==> config.mk <==
export PLATFORM = sky130hd
export DESIGN_NAME = usb_line_echo
export DESIGN_NICKNAME = d
export VERILOG_FILES = /design/src/rtl/usb_line_pkg.sv /design/src/rtl/usb_line_ram.sv /design/src/rtl/usb_line_echo.sv
export SDC_FILE = /design/constraint.sdc
export NUM_CORES = 1
export LEC_CHECK = 0
export CAP_MARGIN = 15
export CORE_MARGIN = 10
export CORE_UTILIZATION = 30
export DETAILED_ROUTE_END_ITERATION = 16
export HOLD_SLACK_MARGIN = 0.1
export MAX_ROUTING_LAYER = met4
export RECOVER_POWER = 25
export SLEW_MARGIN = 20
export SYNTH_ARGS = -nofsm -noshare
export SYNTH_HDL_FRONTEND = slang
export SYNTH_SLANG_ARGS = --single-unit
==> constraint.sdc <==
create_clock -name clk_48mhz -period 5.13 [get_ports clk_48mhz]
set_input_delay 0.7695 -clock clk_48mhz [delete_from_list [all_inputs] [get_ports clk_48mhz]]
set_output_delay 0.7695 -clock clk_48mhz [all_outputs]
set_load 0.02 [all_outputs]
==> src/rtl/usb_line_pkg.sv <==
// Shared constants, FSM state type and byte helpers for the USB line-echo stage.
package usb_line_pkg;

    localparam logic [7:0] CHR_CR  = 8'h0D;
    localparam logic [7:0] CHR_LF  = 8'h0A;
    localparam logic [7:0] CHR_BS  = 8'h08;
    localparam logic [7:0] CHR_DEL = 8'h7F;

    localparam logic [7:0] CHR_LOWER_A = 8'h61;
    localparam logic [7:0] CHR_LOWER_Z = 8'h7A;
    localparam logic [7:0] CASE_OFFSET = 8'h20;

    typedef enum logic [2:0] {
        ST_COLLECT = 3'd0,
        ST_FETCH   = 3'd1,
        ST_SEND    = 3'd2,
        ST_TAIL_CR = 3'd3,
        ST_TAIL_LF = 3'd4
    } state_t;

    // Map ASCII a..z onto A..Z, pass everything else through.
    function automatic logic [7:0] to_upper(input logic [7:0] b);
        if ((b >= CHR_LOWER_A) && (b <= CHR_LOWER_Z)) begin
            return 8'(b - CASE_OFFSET);
        end
        return b;
    endfunction

endpackage

==> src/rtl/usb_line_ram.sv <==
// Line buffer: simple dual-port RAM, one write port and one registered read port (EBR-friendly).
module usb_line_ram #(
    parameter int unsigned DEPTH = 64,
    parameter int unsigned AW    = $clog2(DEPTH)
) (
    input  logic          clk,
    input  logic          wr_en,
    input  logic [AW-1:0] wr_addr,
    input  logic [7:0]    wr_data,
    input  logic [AW-1:0] rd_addr,
    output logic [7:0]    rd_data
);

    logic [7:0] mem [DEPTH];

    always_ff @(posedge clk) begin
        if (wr_en) begin
            mem[wr_addr] <= wr_data;
        end
    end

    // No reset on the read register so the array maps onto block RAM.
    always_ff @(posedge clk) begin
        rd_data <= mem[rd_addr];
    end

endmodule

==> src/rtl/usb_line_echo.sv <==
// Line-editing echo stage: buffers one received line, replays it plus CR/LF on carriage return.
// Optional build macro USB_LINE_UPCASE_EN stores a..z as upper case.
module usb_line_echo
    import usb_line_pkg::*;
#(
    parameter int unsigned LINE_LEN = 64
) (
    input  logic       clk_48mhz,
    input  logic       reset_n,
    input  logic [7:0] in_data,
    input  logic       in_valid,
    output logic       in_ready,
    output logic [7:0] out_data,
    output logic       out_valid,
    input  logic       out_ready,
    output logic       busy,
    output logic       overflow
);

    localparam int unsigned AW = $clog2(LINE_LEN);
    localparam int unsigned CW = AW + 1;
    localparam logic [CW-1:0] COUNT_MAX = CW'(LINE_LEN);

    state_t        state_q;
    state_t        state_d;
    logic [CW-1:0] count_q;
    logic [CW-1:0] count_d;
    logic [AW-1:0] rd_q;
    logic [AW-1:0] rd_d;
    logic          in_ready_d;
    logic [7:0]    out_data_d;
    logic          out_valid_d;
    logic          busy_d;
    logic          overflow_d;

    logic          accept_c;
    logic          out_fire_c;
    logic          last_c;
    logic          wr_en_c;
    logic [7:0]    wr_data_c;
    logic [7:0]    rd_data;

    assign accept_c   = in_valid && in_ready;
    assign out_fire_c = out_valid && out_ready;
    assign last_c     = ({1'b0, rd_q} == (count_q - CW'(1)));

`ifdef USB_LINE_UPCASE_EN
    assign wr_data_c = to_upper(in_data);
`else
    assign wr_data_c = in_data;
`endif

    // Read address tracks the next rd so data is ready during FETCH.
    usb_line_ram #(
        .DEPTH (LINE_LEN),
        .AW    (AW)
    ) u_ram (
        .clk     (clk_48mhz),
        .wr_en   (wr_en_c),
        .wr_addr (count_q[AW-1:0]),
        .wr_data (wr_data_c),
        .rd_addr (rd_d),
        .rd_data (rd_data)
    );

    always_ff @(posedge clk_48mhz or negedge reset_n) begin
        if (!reset_n) begin
            state_q   <= ST_COLLECT;
            count_q   <= '0;
            rd_q      <= '0;
            in_ready  <= 1'b0;
            out_data  <= 8'h00;
            out_valid <= 1'b0;
            busy      <= 1'b0;
            overflow  <= 1'b0;
        end else begin
            state_q   <= state_d;
            count_q   <= count_d;
            rd_q      <= rd_d;
            in_ready  <= in_ready_d;
            out_data  <= out_data_d;
            out_valid <= out_valid_d;
            busy      <= busy_d;
            overflow  <= overflow_d;
        end
    end

    // Next-state, counter and output-register logic.
    always_comb begin
        state_d     = state_q;
        count_d     = count_q;
        rd_d        = rd_q;
        out_data_d  = out_data;
        out_valid_d = out_valid;
        overflow_d  = overflow;
        wr_en_c     = 1'b0;

        case (state_q)
            ST_COLLECT: begin
                if (accept_c) begin
                    case (in_data)
                        CHR_CR: begin
                            if (count_q == '0) begin
                                state_d     = ST_TAIL_CR;
                                out_data_d  = CHR_CR;
                                out_valid_d = 1'b1;
                            end else begin
                                rd_d    = '0;
                                state_d = ST_FETCH;
                            end
                        end
                        CHR_LF: begin
                        end
                        CHR_BS, CHR_DEL: begin
                            if (count_q != '0) begin
                                count_d = count_q - CW'(1);
                            end
                        end
                        default: begin
                            if (count_q < COUNT_MAX) begin
                                wr_en_c = 1'b1;
                                count_d = count_q + CW'(1);
                            end else begin
                                overflow_d = 1'b1;
                            end
                        end
                    endcase
                end
            end
            ST_FETCH: begin
                state_d     = ST_SEND;
                out_data_d  = rd_data;
                out_valid_d = 1'b1;
            end
            ST_SEND: begin
                if (out_fire_c) begin
                    if (last_c) begin
                        state_d    = ST_TAIL_CR;
                        out_data_d = CHR_CR;
                    end else begin
                        rd_d        = rd_q + AW'(1);
                        state_d     = ST_FETCH;
                        out_valid_d = 1'b0;
                    end
                end
            end
            ST_TAIL_CR: begin
                if (out_fire_c) begin
                    state_d    = ST_TAIL_LF;
                    out_data_d = CHR_LF;
                end
            end
            ST_TAIL_LF: begin
                if (out_fire_c) begin
                    state_d     = ST_COLLECT;
                    count_d     = '0;
                    rd_d        = '0;
                    overflow_d  = 1'b0;
                    out_valid_d = 1'b0;
                end
            end
            default: begin
                state_d     = ST_COLLECT;
                out_valid_d = 1'b0;
            end
        endcase

        in_ready_d = (state_d == ST_COLLECT);
        busy_d     = (state_d != ST_COLLECT);
    end

endmodule
==> metrics.cfg <==
[routing]
drt_iter0_drc = 1785
wl_um = 64300
num_vias = 15000
dr.pass1.iters = 5
via_per_inst = 5.20
drc = 0
antenna_left = 0
wl_per_cell_um = 22.3

[timing]
clock-skew-final_ns = 0.0356
hold_slack_ns = 0.480
tns_ns = 0
fmax_mhz = 207
period_share_pct = 94.0
setup_viol = 0
rsz0062_at_grt = false
layout_setup_ws_ns = 0.305
worst_slew_pin_slew_ns = 3.33
relSlewSlack_pct = -122
period_needed_ns = 4.82
drv_slew = 159
timing_hold_violations_final = 0

[cells_and_area]
drive_gt1_share_pct = 12.8
final_cells = 2886
nets = 1882
area_growth_pct = 17.2

[min_path]
hp-class = reg2reg

[power_and_ir_drop]
power_density_mw_per_mm2 = 432
combPwrFrac_pct = 18.7
ir_drop_v = 0.000308
pwr-share-seq_pct = 45.4
p_sw_share_pct = 29.2
power.internal_uw = 8160
cellLeakagePower_uw = 0.00885
power.share.clock_pct = 35.9
p_sw_uw = 3360

[floorplanning]
fp-row-count = 100
io_pins = 24
dieArea_mm2 = 0.0872
start_util_pct = 30.4
die_h_um = 295
die_w_um = 295
fp.coreArea_mm2 = 0.0748

[global_route]
grt_pass1_wl_um = 94900
grt_start_max_net_pins = 108
overflow = 0
antenna_found_initial = 3
first_global_vias = 14300
grt_use_total_pct = 14.9

[clock_tree]
ctsResizeCount = 0
clk_latency_ns = 0.64
ctsLongestPathBuffers = 3
hold_buffers = 0
cts_max_level = 2
path_clk_slew_ns = 0.06
cts_root_buf = clkbuf_16
cts_tree = yes
cts.sinks = 548
post_cts_buffers = 0
cts_buffers = 56

[synth]
synth_seq_cells = 548
synth.cell_area_mm2 = 0.0227
seq_area_frac_synth_pct = 71.4
synth_cells = 1760
synth_flop_cell = edfxtp_1
synth_cell_types = 76
async_flop_share_pct = 5.11
syn-num-nets = 1775
synth-edff-count = 512
synth_warnings = 0
avgSynthCellArea_um2 = 12.9

[worst_setup_path]
cp-end-kind = register
cp_max_fo = 43
critPathKind = reg2reg
start_kind = register
crit_arrival_ns = 5.34
cp.required_ns = 5.65

[placed_design]
pre_cts_slack_ns = 0.168
gp_congestion = 0.846
dp.cells = 2778
post-dp-hpwl_um = 40300
port_buffers = 23

[run]
maxCapViolCount = 3

[status]
violations = max-capacitance violations, max-slew violations
outcome = finished, violations left

==> registers in the layout (all words and copies together) (netlist names) <==
name	flops
busy	1
count_q	7
in_ready	1
out_data	8
out_valid	1
overflow	1
rd_q	6
state_q	3
u_ram.mem	512
u_ram.rd_data	8
==> placed cells by master, fill, tap and decap left out, types with 22 or more instances in the layout <==
master     netlist  layout
nand4_1         22      22
clkbuf_16        0      56
a31oi_1         28      28
o21ai_0         23      23
buf_4            3     126
edfxtp_1       512     512
o22ai_1         22      22
nand3_1        119     119
nand2_1        388     387
and3_1          25      25
a21oi_1         50      50
mux2i_1         72      72
nor2_1         125     125
dfrtp_1         28      28
==> synthesized netlist by cell type, drive strengths merged, types with 4 or more instances <==
master	n	area, µm²
a211oi	16	125
o211ai	9	77.6
or3	4	25.0
o21ai	28	140
a2111oi	9	97.6
or2	4	25.0
nand3	119	596
dfrtp	28	701
edfxtp	512	15400
a31oi	28	175
a311oi	21	184
o22ai	22	138
a21oi	51	259
nor3	14	75.1
a41oi	4	35.0
nand3b	5	37.5
nand2b	7	43.8
nor2	125	469
o31ai	4	30.0
xnor2	9	78.8
a22o	6	52.6
and2	15	93.8
mux2i	73	734
nand4	22	138
and3	25	156
dfxtp	8	160
buf	64	319
inv	13	51.3
a32oi	12	105
clkbuf	47	176
nand2	388	1460
nor3b	4	30.0
a32o	4	40.0
==> final timing paths <==
check | from | end | slack (ns) | cells after the start
worst max-delay path | count_q[1] | u_ram.rd_data[7] | 0.31 | 17
worst min-delay path | out_data[1] | out_data[1] | 0.48 | 2
worst max register to register | count_q[1] | u_ram.rd_data[7] | 0.31 | 17
worst min register to register | out_data[1] | out_data[1] | 0.48 | 2
max in group asynchronous | reset_n | out_data[7] | 3.09 | 2
min in group asynchronous | reset_n | busy | 1.09 | 2
==> through the flow <==
step	power, µW	utilization, %	instance area (µm²)
finish	11500	35.6	26600
global route	12000	35.6	26600
CTS	11600	35.6	26700
detailed placement	7460	33.1	24800
global placement	7430	33.1	24800
floorplan	6560	-	22700
==> kinds of logic after synthesis <==
kind of cell,share of synthesized area [%]
DFF,71.4
muxes,3.38
AOI/OAI and AO/OA,7.68
buffers and inverters,2.42
xor gates and xnor gates,0.424
adders and majority gates,0.165
and+or+nand+nor,14.5
==> critical path, cell delays in order (launching register included) <==
cell       delay, ns
dfrtp_1         0.37
inv_1           0.10
ha_1            0.29
nor4bb_1        0.36
mux2i_2         0.15
a2111oi_4       0.62
a21oi_1         0.19
buf_4           0.21
o21ai_1         0.28
a21oi_4         0.13
inv_2           0.16
buf_12          0.25
and3_1          0.20
a31oi_1         0.05
a2111oi_0       0.76
buf_4           0.22
a32oi_1         0.14
a22o_1          0.24
==> power by group through the flow <==
| stage | sequential (µW) | combinational (µW) | clock, µW |
|---|---|---|---|
| 2_1_floorplan | 5290 | 1280 | 0 |
| 3_3_place_gp | 5320 | 2110 | 0 |
| 3_5_place_dp | 5320 | 2140 | 0 |
| 4_1_cts | 5230 | 2150 | 4200 |
| 5_1_grt | 5250 | 2330 | 4380 |
| 6_report | 5240 | 2150 | 4130 |
==> metal layers <==
metal	part of all wire (%)	GRT usage [%]	wire, µm
met2	45	21.9	28800
met1	43	19.4	27400
met5	0	-	0
met3	9.7	4.17	6260
met4	3.0	5.16	1910
==> cell type report <==
type	instances	area, µm²
fill	7185	48200
clock inverter	40	438
sequential	548	16200
timing repair buffer	160	1270
inverter	14	57.6
antenna	3	7.51
clock buffer	65	1440
multi-input combinational	1087	6000
tap	969	1210
Power figures use the tool's default switching activity.
